**src/rtl/mem_arbiter_if.sv**
```systemverilog
// mem_arbiter_if: requester handshake and single-port memory bus shared by
// the two requesters (port 0 = instruction fetch, port 1 = data) and the arbiter.
// slave  = arbiter side, master = requester/memory side.
`timescale 1ns/1ps
interface mem_arbiter_if #(
  parameter int ADDR_W = 32,
  parameter int DATA_W = 32
);
  logic [1:0]        req;
  logic [1:0]        we;
  logic [ADDR_W-1:0] addr0;
  logic [ADDR_W-1:0] addr1;
  logic [DATA_W-1:0] wd0;
  logic [DATA_W-1:0] wd1;
  logic [1:0]        gnt;
  logic [1:0]        done;
  logic [DATA_W-1:0] rd0;
  logic [DATA_W-1:0] rd1;
  logic [ADDR_W-1:0] mem_addr;
  logic [DATA_W-1:0] mem_wd;
  logic              mem_we;
  logic [DATA_W-1:0] mem_rd;

  modport slave (
    input  req, we, addr0, addr1, wd0, wd1, mem_rd,
    output gnt, done, rd0, rd1, mem_addr, mem_wd, mem_we
  );

  modport master (
    output req, we, addr0, addr1, wd0, wd1, mem_rd,
    input  gnt, done, rd0, rd1, mem_addr, mem_wd, mem_we
  );
endinterface

```
**src/rtl/mem_arbiter.sv**
```systemverilog
// mem_arbiter: shares one single-port memory between instruction fetch (port 0)
// and data access (port 1). Each access runs IDLE -> ACC -> RSP, returning read
// data and a one-cycle done pulse in RSP.
// Optional feature macro: MEM_ARB_RR_EN
//   undefined : fixed priority, port 1 wins a tie
//   defined   : round-robin, the port not granted last wins a tie (port 0 after reset)
`timescale 1ns/1ps
module mem_arbiter #(
  parameter int ADDR_W = 32,
  parameter int DATA_W = 32
) (
  input  logic          clk,
  input  logic          rst,
  mem_arbiter_if.slave  bus
);

  typedef enum logic [1:0] {
    ST_IDLE = 2'd0,
    ST_ACC  = 2'd1,
    ST_RSP  = 2'd2
  } state_t;

  state_t            state_r;
  logic              sel_r;
  logic              we_r;
  logic [ADDR_W-1:0] addr_r;
  logic [DATA_W-1:0] wd_r;
  logic [1:0]        gnt_r;
  logic [1:0]        done_r;
  logic              mem_we_r;
  logic [DATA_W-1:0] rd0_r;
  logic [DATA_W-1:0] rd1_r;
  logic              win_s;
`ifdef MEM_ARB_RR_EN
  logic              rr_pref_r;   // port preferred on the next tie
`endif

  // Select the winning port from the live request lines (only used in IDLE).
  always_comb begin
    win_s = 1'b0;
    case (bus.req)
      2'b01:   win_s = 1'b0;
      2'b10:   win_s = 1'b1;
      2'b11: begin
`ifdef MEM_ARB_RR_EN
        win_s = rr_pref_r;
`else
        win_s = 1'b1;
`endif
      end
      default: win_s = 1'b0;
    endcase
  end

  // Access sequencer: latch the winner in IDLE, drive memory in ACC, pulse done in RSP.
  always_ff @(posedge clk) begin
    if (rst) begin
      state_r   <= ST_IDLE;
      sel_r     <= 1'b0;
      we_r      <= 1'b0;
      addr_r    <= {ADDR_W{1'b0}};
      wd_r      <= {DATA_W{1'b0}};
      gnt_r     <= 2'b00;
      done_r    <= 2'b00;
      mem_we_r  <= 1'b0;
      rd0_r     <= {DATA_W{1'b0}};
      rd1_r     <= {DATA_W{1'b0}};
`ifdef MEM_ARB_RR_EN
      rr_pref_r <= 1'b0;
`endif
    end else begin
      case (state_r)
        ST_IDLE: begin
          if (bus.req != 2'b00) begin
            sel_r     <= win_s;
            we_r      <= bus.we[win_s];
            addr_r    <= win_s ? bus.addr1 : bus.addr0;
            wd_r      <= win_s ? bus.wd1 : bus.wd0;
            gnt_r     <= win_s ? 2'b10 : 2'b01;
            mem_we_r  <= bus.we[win_s];
`ifdef MEM_ARB_RR_EN
            rr_pref_r <= ~win_s;
`endif
            state_r   <= ST_ACC;
          end else begin
            state_r   <= ST_IDLE;
          end
        end
        ST_ACC: begin
          mem_we_r <= 1'b0;
          done_r   <= gnt_r;
          if (!we_r) begin
            if (sel_r) begin
              rd1_r <= bus.mem_rd;
            end else begin
              rd0_r <= bus.mem_rd;
            end
          end else begin
            rd0_r <= rd0_r;
          end
          state_r  <= ST_RSP;
        end
        ST_RSP: begin
          done_r  <= 2'b00;
          gnt_r   <= 2'b00;
          state_r <= ST_IDLE;
        end
        default: begin
          gnt_r    <= 2'b00;
          done_r   <= 2'b00;
          mem_we_r <= 1'b0;
          state_r  <= ST_IDLE;
        end
      endcase
    end
  end

  // The latched transaction registers drive the memory directly, so address and
  // write data hold their last value outside ACC. The write enable is masked by
  // reset so a write aborted in ACC is never committed on the reset edge.
  assign bus.mem_addr = addr_r;
  assign bus.mem_wd   = wd_r;
  assign bus.mem_we   = mem_we_r & ~rst;
  assign bus.gnt      = gnt_r;
  assign bus.done     = done_r;
  assign bus.rd0      = rd0_r;
  assign bus.rd1      = rd1_r;

endmodule

```
**src/flat_wrapper.sv**
```systemverilog
// flat-port wrapper written by rule: the top's interface ports become plain ports
module mem_arbiter_flat 
#(
  parameter int ADDR_W = 32,
  parameter int DATA_W = 32
)
  (clk, rst, bus_req, bus_we, bus_addr0, bus_addr1, bus_wd0, bus_wd1, bus_mem_rd, bus_gnt, bus_done, bus_rd0, bus_rd1, bus_mem_addr, bus_mem_wd, bus_mem_we);
  mem_arbiter_if #(.ADDR_W(ADDR_W), .DATA_W(DATA_W)) bus_i ();
  input  logic clk;
  input  logic rst;
  input wire logic [$bits(bus_i.req)-1:0] bus_req;
  input wire logic [$bits(bus_i.we)-1:0] bus_we;
  input wire logic [$bits(bus_i.addr0)-1:0] bus_addr0;
  input wire logic [$bits(bus_i.addr1)-1:0] bus_addr1;
  input wire logic [$bits(bus_i.wd0)-1:0] bus_wd0;
  input wire logic [$bits(bus_i.wd1)-1:0] bus_wd1;
  input wire logic [$bits(bus_i.mem_rd)-1:0] bus_mem_rd;
  output wire logic [$bits(bus_i.gnt)-1:0] bus_gnt;
  output wire logic [$bits(bus_i.done)-1:0] bus_done;
  output wire logic [$bits(bus_i.rd0)-1:0] bus_rd0;
  output wire logic [$bits(bus_i.rd1)-1:0] bus_rd1;
  output wire logic [$bits(bus_i.mem_addr)-1:0] bus_mem_addr;
  output wire logic [$bits(bus_i.mem_wd)-1:0] bus_mem_wd;
  output wire logic [$bits(bus_i.mem_we)-1:0] bus_mem_we;
  assign bus_i.req = bus_req;
  assign bus_i.we = bus_we;
  assign bus_i.addr0 = bus_addr0;
  assign bus_i.addr1 = bus_addr1;
  assign bus_i.wd0 = bus_wd0;
  assign bus_i.wd1 = bus_wd1;
  assign bus_i.mem_rd = bus_mem_rd;
  assign bus_gnt = bus_i.gnt;
  assign bus_done = bus_i.done;
  assign bus_rd0 = bus_i.rd0;
  assign bus_rd1 = bus_i.rd1;
  assign bus_mem_addr = bus_i.mem_addr;
  assign bus_mem_wd = bus_i.mem_wd;
  assign bus_mem_we = bus_i.mem_we;
  mem_arbiter #(.ADDR_W(ADDR_W), .DATA_W(DATA_W)) u_core (.clk(clk), .rst(rst), .bus(bus_i));
endmodule
```
**config.mk**
```make
export PLATFORM = sky130hd
export DESIGN_NAME = mem_arbiter_flat
export DESIGN_NICKNAME = d
export VERILOG_FILES = /design/src/rtl/mem_arbiter_if.sv /design/src/rtl/mem_arbiter.sv /design/src/flat_wrapper.sv
export SDC_FILE = /design/constraint.sdc
export NUM_CORES = 1
export LEC_CHECK = 0
export ABC_AREA = 0
export CAP_MARGIN = 20
export CELL_PAD_IN_SITES_DETAIL_PLACEMENT = 1
export CELL_PAD_IN_SITES_GLOBAL_PLACEMENT = 2
export CORE_MARGIN = 5
export CORE_UTILIZATION = 21
export DETAILED_ROUTE_END_ITERATION = 8
export PLACE_DENSITY_LB_ADDON = 0.1
export SYNTH_ARGS = -nofsm -noshare
export SYNTH_HDL_FRONTEND = slang
export SYNTH_SLANG_ARGS = --single-unit
export TNS_END_PERCENT = 5
```
**constraint.sdc**
```tcl
create_clock -name clk -period 1.7 [get_ports clk]
set_input_delay 0.255 -clock clk [delete_from_list [all_inputs] [get_ports clk]]
set_output_delay 0.255 -clock clk [all_outputs]
set_load 0.05 [all_outputs]
```
* Word-level counts from Yosys, hierarchy flattened *
Cells that the tools add are included.

cells by class
  order comparisons = 1
  equality and inequality tests = 5
  multiplexer cells = 13
  bitwise logic cells = 6
  reduce and logical (&&, ||, !) cells = 8

operator list
  operator                                                    number
  2-to-1 mux 32 bit                                           2
  case mux 2 bit (2 select lines)                             3
  equality test 2 bit, second input constant                  3
  AND reduction 2 bit                                         3
  AND reduction 3 bit                                         2
  2-to-1 mux 1 bit                                            5
  NOT 1 bit                                                   5
  2-to-1 mux 2 bit                                            2
  equality test 2 x 1 -> 1 bit, second input constant         1
  logical NOT 2 bit                                           1
  less-than comparator 1 x 2 -> 1 bit, second input constant  1
  != test 2 x 1 -> 1 bit, second input constant               1
  case mux 1 bit (2 select lines)                             1
  nonzero test 2 bit                                          1
  OR reduction 2 bit                                          1
  bitwise AND 1 bit                                           1

storage, ports and cells
  register bits after elaboration = 137
  bits of input ports = 166
  output and inout bits = 133
  logic and storage cells = 43

* Depth between registers and ports, before layout *
  depth in word-level cells = 7
  mapped depth = 6
  mapped depth without buffers = 3

* Worst setup path after synthesis *
Ideal clock, no wire load.

  kind = input to output
  start = in rst
  end = out bus_mem_we
  arrival = 1.303 ns
  required time = 1.445 ns
  slack = 0.142 ns
  stages on the path = 3
  buffers on the path = 2
  path through = buf_2 clkbuf_1 nor2b_1

on the way
  cells in the longest elaborated chain, start to end = 2

RTL lines
  item                RTL line            text
  start: declaration  flat_wrapper.sv:10  input logic rst;
  NOT 1 bit           mem_arbiter.sv:123  assign bus.mem_we = mem_we_r & ~rst;
  bitwise AND 1 bit   mem_arbiter.sv:123
  end: declaration    flat_wrapper.sv:24  output wire logic [$bits(bus_i.mem_we)-1:0] bus_mem_we;

No other way between the ends.

* Final worst setup path *
  start = reg u_core.state_r[0]
  end = reg u_core.rd0_r[13] (netlist: u_core.bus.rd0[13])

on the way
  cells in the longest elaborated chain, start to end = 2

RTL lines
  item                           RTL line           text
  start: declaration             mem_arbiter.sv:23  state_t state_r;
  start signal: assignment       mem_arbiter.sv:58  state_r <= ST_IDLE;
  start signal: assignment       mem_arbiter.sv:84  state_r <= ST_ACC;
  start signal: assignment       mem_arbiter.sv:86  state_r <= ST_IDLE;
  equality test 2 x 1 -> 1 bit   mem_arbiter.sv:72  case (state_r)
  AND reduction 3 bit (no line)  --
  end signal: assignment         mem_arbiter.sv:66  rd0_r <= {DATA_W{1'b0}};
  end signal: assignment         mem_arbiter.sv:96  rd0_r <= bus.mem_rd;
  end signal: assignment         mem_arbiter.sv:99  rd0_r <= rd0_r;
  end: declaration               mem_arbiter.sv:31  logic [DATA_W-1:0] rd0_r;

No other way between the ends.
A chain may end at the register's enable or synchronous reset.

==> flow_results.org <==
** Power
- The analysis attributes to net switching a power of roughly 2900 µW.
- Proportion of total power due to net switching :: 0.293
- Sequential share of power :: 0.364
- The worst-case IR drop observed on VDD is between 500 and 600 µV.
- For this design the static power due to leakage is about 0.0036 µW.
- The share of total power dissipated in combinational logic is 0.215.
- The internal power of the cells totals 6930 µW.
- The share of total power dissipated in the clock network is 0.421.
- Pwr/cell area :: ~1100 mW/mm²

** Timing
- Hold violation count in the final report :: 0
- Setup repair after global routing left no endpoint under its margin.
- Total negative slack for setup checks :: 0 ns
- Worst slew margin relative to its limit :: 0.523
- Hold timing on the final database bottoms out at a slack of approximately 0.35 ns.
- Final setup violation count :: 0
- In the post-route analysis, the smallest setup slack over all paths is approximately 0.11 ns.
- Period utilization :: 0.935
- Timing-limited maximum frequency :: 0.629 GHz
- Number of pins exceeding their max-slew limit in the final report :: 0
- Min Clock Period, post-route :: approximately 1.6 ns
- Worst Tran Pin Value :: between 0.7 and 0.8 ns
- Maximum clock skew at final layout :: 0.00631 ns

** Floorplan
- Vertical die dimension :: 166 µm
- For this design the top-level I/O count stands at around 300.
- Width of the chip :: roughly 170 µm
- The initial utilization of the core area, before any placement, comes to 0.211.
- Number of standard-cell rows in the floorplan :: 57
- The total area inside the core boundary comes to about 0.024 mm².
- The die covers around 0.027 mm².

** Clock network
- The clock passes through at most 2 buffers.
- The clock tree synthesis step divided the H-tree into 4 levels.
- Clock buffer count from CTS :: 17
- Post-CTS Hold Buffers :: 0
- After clock tree synthesis, the clock-pin slew on the worst setup and hold paths is ~0.06 ns.
- TritonCTS built the clock tree.
- The root buffer cell chosen for the clock tree is sky130_fd_sc_hd__clkbuf_16.
- Count of clock tree sinks :: 137
- Post_cts resized :: 0
- Count of buffers added by post-CTS timing repair for setup :: 0
- The later pin in the worst-skew pair is clocked with a latency of ~0.41 ns.

** Worst setup path
- Crit Reg-Reg Startpoint :: u_core.state_r[0]$_SDFF_PP0_
- CP arrival :: about 1.9 ns
- Data on the critical path is required at its endpoint by between 1.5 and 2 ns.
- Destination of the worst register-to-register timing path :: u_core.bus.rd0[13]$_SDFFE_PP0P_
- The worst register-to-register path has a depth of 4.
- STA classifies the critical path startpoint as a flop.
- Critical-path maximum fanout :: 32
- The setup path with the least slack is of type flop to flop.
- Nature of the critical path endpoint :: flop
- Slack of the worst reg-to-reg path :: 0.11 ns

** Global route
- Wire length of the first global-routing pass :: roughly 33000 µm
- Entering global routing, the biggest net connects 66 pins.
- For this run, the total global-route usage over all layers was measured as 0.148.
- The number of global-route vias before repair came to about 5700.
- Antenna violations before repair :: 2
- Total congestion overflow after global routing :: 0

** Finish
- Area grow syn2layout :: 73.4%
- After the last flow step, the layout net total stands at roughly 1000.
- Utilization of the core after routing :: 0.367
- The library cells used most frequently in the layout, excluding fill and tap cells, are sky130_fd_sc_hd__clkdlybuf4s50_1, sky130_fd_sc_hd__buf_4, sky130_fd_sc_hd__dfxtp_1, sky130_fd_sc_hd__nand2_1, sky130_fd_sc_hd__a21oi_1.
- Leading cell type in the layout, fill and taps excluded :: sky130_fd_sc_hd__clkdlybuf4s50_1
- Post-route design area :: 0.00883 mm²
- The layout has roughly 2800 filler cells.
- 0 antenna diodes ended up in the layout.
- In the final layout, the share of cells above drive strength 1 is 0.229.

** Routing
- Summed over all layers, the routed wires come to between 20000 and 25000 µm.
- Summing over every cut layer, the via total after detailed routing is between 5000 and 6000.
- The pre-antenna-repair detailed-routing pass consisted of 4 iterations.
- Using the TritonRoute via totals, the vias-per-cell ratio works out to 4.36.
- Number of nets still failing antenna checks after routing :: 0
- The detailed router finished its first iteration with around 160 violations.
- Routed wire length per instance :: ~18 µm
- Remaining routing DRC violations :: 0

** Synthesis
- The average instance in the mapped netlist occupies roughly 9.5 µm².
- Area of the mapped netlist :: roughly 0.005 mm²
- Proportion of netlist area held by the largest area contributor :: 0.538
- Flip-flop and latch count after synthesis :: ~140
- Synthesis produced a netlist with a net count of ~700.
- During synthesis, Yosys emitted a total of 0 warnings.
- Cell type contributing the most total cell area after synthesis :: sky130_fd_sc_hd__dfxtp_1
- After synthesis, the cell types taking the most area are sky130_fd_sc_hd__dfxtp_1, sky130_fd_sc_hd__a221o_1, sky130_fd_sc_hd__nand2_1, sky130_fd_sc_hd__and2_1, sky130_fd_sc_hd__a21oi_1.
- Of the synthesized area, sequential elements account for 0.538.
- After synthesis, the netlist uses 29 different library cells.
- In the synthesized netlist, the number of instances is 538.

** Hold path
- Path class of the lowest-slack min-delay path :: primary input to flop
- Counting instances, the worst hold path has a depth of 3.
- In this run the most critical hold path is launched from rst.
- Worst hold endpoint :: u_core.sel_r$_SDFFE_PP0P_

** Placement
- At the end of routability-driven placement, the weighted congestion stood at between 0.7 and 0.8.
- The HPWL after detailed placement is 15300 µm.
- After detailed placement, the total cell area comes to between 0.008 and 0.009 mm².
- Timing analysis after detailed placement gives a worst setup slack of -0.243 ns.
- During placement, the flow inserted port buffers numbering between 200 and 300.

** Run
- Number of max-capacitance violations reported :: 0

** Status
- Result of the run :: finished, final reports clean
[cell type report]
class                           count  area [µm²]  area share
Multi-Input combinational cell    354        2130       0.241
Tap cell                          324         405      0.0459
Inverter                            2        7.51    0.000850
Clock buffer                       19         433      0.0490
Timing Repair Buffer              319        2900       0.329
Sequential cell                   137        2740       0.310
Clock inverter                     13         214      0.0242
[per-layer routing]
layer  GRT usage  up-vias  part of all wire
met2       0.244      207              0.47
met4      0.0452        4             0.014
met5           0        -            0.0015
met3      0.0745       24              0.10
li1            -     2468                 -
met1       0.169     2392              0.41
[stage by stage]
stage	instances	power (µW)
3_5_place_dp	1136	5770
5_1_grt	1168	10200
3_3_place_gp	1136	5750
4_1_cts	1168	9980
2_1_floorplan	538	4790
6_report	1168	9810
[cells in the mapped netlist]
cell,n
sky130_fd_sc_hd__and4bb_2,1
sky130_fd_sc_hd__inv_1,2
sky130_fd_sc_hd__nor2_1,5
sky130_fd_sc_hd__buf_2,18
sky130_fd_sc_hd__nor4b_2,2
sky130_fd_sc_hd__mux2i_1,3
sky130_fd_sc_hd__and2_1,64
sky130_fd_sc_hd__nor2b_1,2
sky130_fd_sc_hd__a22oi_1,1
sky130_fd_sc_hd__nor4_1,2
sky130_fd_sc_hd__nor3_1,4
sky130_fd_sc_hd__a311oi_1,1
sky130_fd_sc_hd__buf_1,1
sky130_fd_sc_hd__clkbuf_1,19
sky130_fd_sc_hd__or2b_1,1
sky130_fd_sc_hd__a21oi_2,1
sky130_fd_sc_hd__nand4bb_1,1
sky130_fd_sc_hd__or4b_2,1
sky130_fd_sc_hd__a221o_1,64
sky130_fd_sc_hd__dfxtp_1,137
sky130_fd_sc_hd__o221a_2,1
sky130_fd_sc_hd__buf_6,6
sky130_fd_sc_hd__nor3b_1,1
sky130_fd_sc_hd__a21oi_1,68
sky130_fd_sc_hd__or3b_4,1
sky130_fd_sc_hd__nor3_4,1
sky130_fd_sc_hd__buf_4,1
sky130_fd_sc_hd__nand2_1,128
sky130_fd_sc_hd__or2_1,1
[worst max path at each step]
stage,startpoint,endpoint,cells past startpoint
after floorplan,rst,bus_mem_we,3
after global placement,bus_req[0],u_core.bus.mem_addr[30]$_SDFFE_PP0P_,5
after detailed placement,bus_req[0],u_core.bus.mem_addr[22]$_SDFFE_PP0P_,5
after CTS,u_core.state_r[1]$_SDFF_PP0_,u_core.bus.mem_wd[16]$_SDFFE_PP0P_,5
after global routing,u_core.state_r[1]$_SDFF_PP0_,u_core.bus.mem_addr[7]$_SDFFE_PP0P_,5
final,u_core.state_r[0]$_SDFF_PP0_,u_core.bus.rd0[13]$_SDFFE_PP0P_,4
[power by group through the flow]
| stage | clock (µW) | combinational, µW | sequential, µW |
|---|---|---|---|
| 2_1_floorplan | 0 | 456 | 4340 |
| 3_3_place_gp | 0 | 2110 | 3640 |
| 3_5_place_dp | 0 | 2140 | 3630 |
| 4_1_cts | 4260 | 2140 | 3570 |
| 5_1_grt | 4410 | 2230 | 3600 |
| 6_report | 4130 | 2110 | 3570 |
[flip-flops by register name, indices dropped and copies added (netlist names)]
name / count
u_core.bus.mem_addr: 32
u_core.bus.mem_wd: 32
u_core.bus.rd0: 32
u_core.bus.rd1: 32
u_core.bus.done: 2
u_core.bus.gnt: 2
u_core.state_r: 2
u_core.mem_we_r: 1
u_core.sel_r: 1
u_core.we_r: 1
[cells by family (layout without fill, tap and decap cells)]
| group | Yosys count | after routing | share of synthesized area |
|---|---|---|---|
| AO/OA/AOI/OAI | 136 | 136 | 0.200 |
| buffers and inverters | 47 | 353 | 0.0486 |
| flip-flops | 137 | 137 | 0.538 |
| multiplexers | 3 | 3 | 0.00589 |
| AND/OR/NAND/NOR | 215 | 215 | 0.208 |
[worst max-delay path: stages (launching register included)]
cell                      delay, ns
sky130_fd_sc_hd__dfxtp_1       0.42
sky130_fd_sc_hd__or4b_2        0.66
sky130_fd_sc_hd__buf_12        0.21
sky130_fd_sc_hd__nand2_1       0.08
sky130_fd_sc_hd__a21oi_1       0.06
Note: power is estimated with default switching activity, not from simulation.
==> RTL edit (same flow settings) <==
`DATA_W` is set to 32 in 3 places; all go to 64.
--- a/src/rtl/mem_arbiter_if.sv
+++ b/src/rtl/mem_arbiter_if.sv
@@ -6,3 +6,3 @@
   parameter int ADDR_W = 32,
-  parameter int DATA_W = 32
+  parameter int DATA_W = 64
 );
--- a/src/rtl/mem_arbiter.sv
+++ b/src/rtl/mem_arbiter.sv
@@ -9,3 +9,3 @@
   parameter int ADDR_W = 32,
-  parameter int DATA_W = 32
+  parameter int DATA_W = 64
 ) (
--- a/src/flat_wrapper.sv
+++ b/src/flat_wrapper.sv
@@ -4,3 +4,3 @@
   parameter int ADDR_W = 32,
-  parameter int DATA_W = 32
+  parameter int DATA_W = 64
 )
Interface: changed (6 resized); port bits go from 299 to 491. The function was not compared with the original's and may differ.
==> RTL edit against the original RTL <==
- setup slack worse by 0.043 ns
- total power is 64% higher
- final area is 68% higher
- utilization is 0.44 points higher
- synthesized cell count is 71% higher
- worst hold slack worse by 0.069 ns
- sequential cell count is 96 higher
- sequential share of layout area is 0.48 points higher
- combinational power is 67% higher
- clock skew is 0.014 ns higher
- wire length is 98% higher
- area after synthesis is 67% higher
- die area is 62% higher
==> RTL edit: results (changes against the original RTL) <==
status: "finished clean"  # unchanged
clk_latency_ns: 0.55  # was 0.41 ns
synth.top_cells.by_area: "dfxtp_1 (55%), a221o_1 (11%), nand2_1 (11%)"  # was dfxtp_1 (54%), a221o_1 (13%), nand2_1 (9.4%)
ir_worst_vdd_mv: 0.664  # was 0.521 mV
yosysSeqAreaShare: 0.549  # was 0.538
io_buffers: 490  # was 298
worstPathMaxFanout: 64  # was 32
seq-power_mw: 6.03  # was 3.57 mW
comb-power_mw: 3.53  # was 2.11 mW
p_leak_nw: 6.00  # was 3.58 nW
synth-main-ff-cell: "dfxtp_1"  # unchanged
skew_ns: 0.0204  # was 0.00631 ns
placed_area_um2: 13700  # was 8190 µm²
r2r_start: "u_core.sel_r"  # was u_core.state_r[0]
synthesis.nets: 1184  # was 704
p_comb_frac: 0.220  # was 0.215
drtIter0Drc: 353  # was 156
critPathMaxStageDelay_ns: 0.70  # was 0.66 ns
pre_cts_slack_ns: -0.203  # was -0.243 ns
dp_cells: 1903  # was 1136
ys_types: 30  # was 29
antenna_found_initial: 6  # was 2
rrSetupSlack_ns: 0.07  # was 0.11 ns
drt-total-wl_um: 40900  # was 20700 µm
hpwlAfterDp_um: 30300  # was 15300 µm
grt_start_max_net_pins: 100  # was 66
worstMarginPinSlew_ns: 0.517  # was 0.716 ns
routabilityCongestion: 0.805  # was 0.793
p_sw_mw: 4.75  # was 2.88 mW
worst-r2r-cell-count: 4  # unchanged
final.fill_count: 4600  # was 2809
grt_pass1_wl_um: 59100  # was 32600 µm
synth_common_cells: "nand2_1 (256), dfxtp_1 (233), a21oi_1 (132), a221o_1 (96), and2_1 (96)"  # was dfxtp_1 (137), nand2_1 (128), a21oi_1 (68), a221o_1 (64), and2_1 (64)
cpMaxStageDelayCell: "or4b_2"  # unchanged
grt_pass1_vias: 8968  # was 5715
nNetsFinal: 1675  # was 997
hold_slack_ns: 0.281  # was 0.350 ns
grt_usage: 0.171  # was 0.148
num_vias: 8518  # was 5095
finalNonFillerCells: 1964  # was 1168
min_from: "bus_mem_rd[37]"  # was rst
synthCells: 922  # was 538
clockBufferDepth: 3  # was 2
worst_ep_arrival_time_ns: 2.05  # was 1.85 ns
ctsHtreeMaxLevel: 1  # was 4
drive_above_1_share: 0.234  # was 0.229
min_to: "u_core.bus.rd0[37]"  # was u_core.sel_r
reg2reg_to: "u_core.bus.rd0[40]"  # was u_core.bus.rd0[13]
cts_buffers: 29  # was 17
-- RTL edit: cell count changes after synthesis, sizes merged, moves of 13 or more --
| cell | delta |
|---|---|
| a221o | +32 |
| and2 | +32 |
| clkbuf | +13 |
| buf | +19 |
| nand2 | +128 |
| dfxtp | +96 |
| a21oi | +64 |
-- RTL edit: worst max path at each step --
stage | from | endpoint | slack [ns] | cells after the start
floorplan | rst | bus_mem_we | 0.12 | 3
finish | u_core.sel_r | u_core.bus.rd0[40] | 0.07 | 4
global route | u_core.sel_r | u_core.bus.rd0[52] | -0.02 | 5
global placement | bus_req[0] | u_core.bus.mem_wd[3] | -0.18 | 6
CTS | u_core.state_r[0] | u_core.bus.rd0[13] | 0.01 | 4
detailed placement | bus_req[0] | u_core.bus.mem_addr[0] | -0.20 | 6
-- RTL edit: kinds of logic after synthesis --
group,after synthesis,share of synthesized area
DFF,233,0.549
buffers and inverters,79,0.0479
AOI/OAI and AO/OA,232,0.195
and+or+nand+nor,375,0.204
muxes,3,0.00354
-- RTL edit: timing repair --
item | in CTS | in global routing
resized for setup | 0 | 5
hold buffers | 1 | 0
hold endpoints to repair | 1 | 0
setup endpoints to repair | 0 | 115
buffers inserted | 0 | 2
-- RTL edit: area by class of cell --
cell class,instances,area (µm²),share of cell area
tap,525,657,0.0444
clock buffer,44,892,0.0603
inverter,2,7.51,0.000507
sequential,233,4670,0.315
multi-input combinational,610,3470,0.234
clock inverter,8,115,0.00778
timing repair buffer,537,4980,0.337
antenna,5,12.5,0.000845
-- RTL edit: per-layer routing --
layer,routed length (µm),part of all wire,GRT usage,vias to the layer above
li1,-,-,-,4174
met1,16700,0.41,0.210,4040
met2,20400,0.50,0.296,259
met3,2790,0.068,0.0496,43
met4,964,0.024,0.0425,2
met5,13,0.00032,0,-
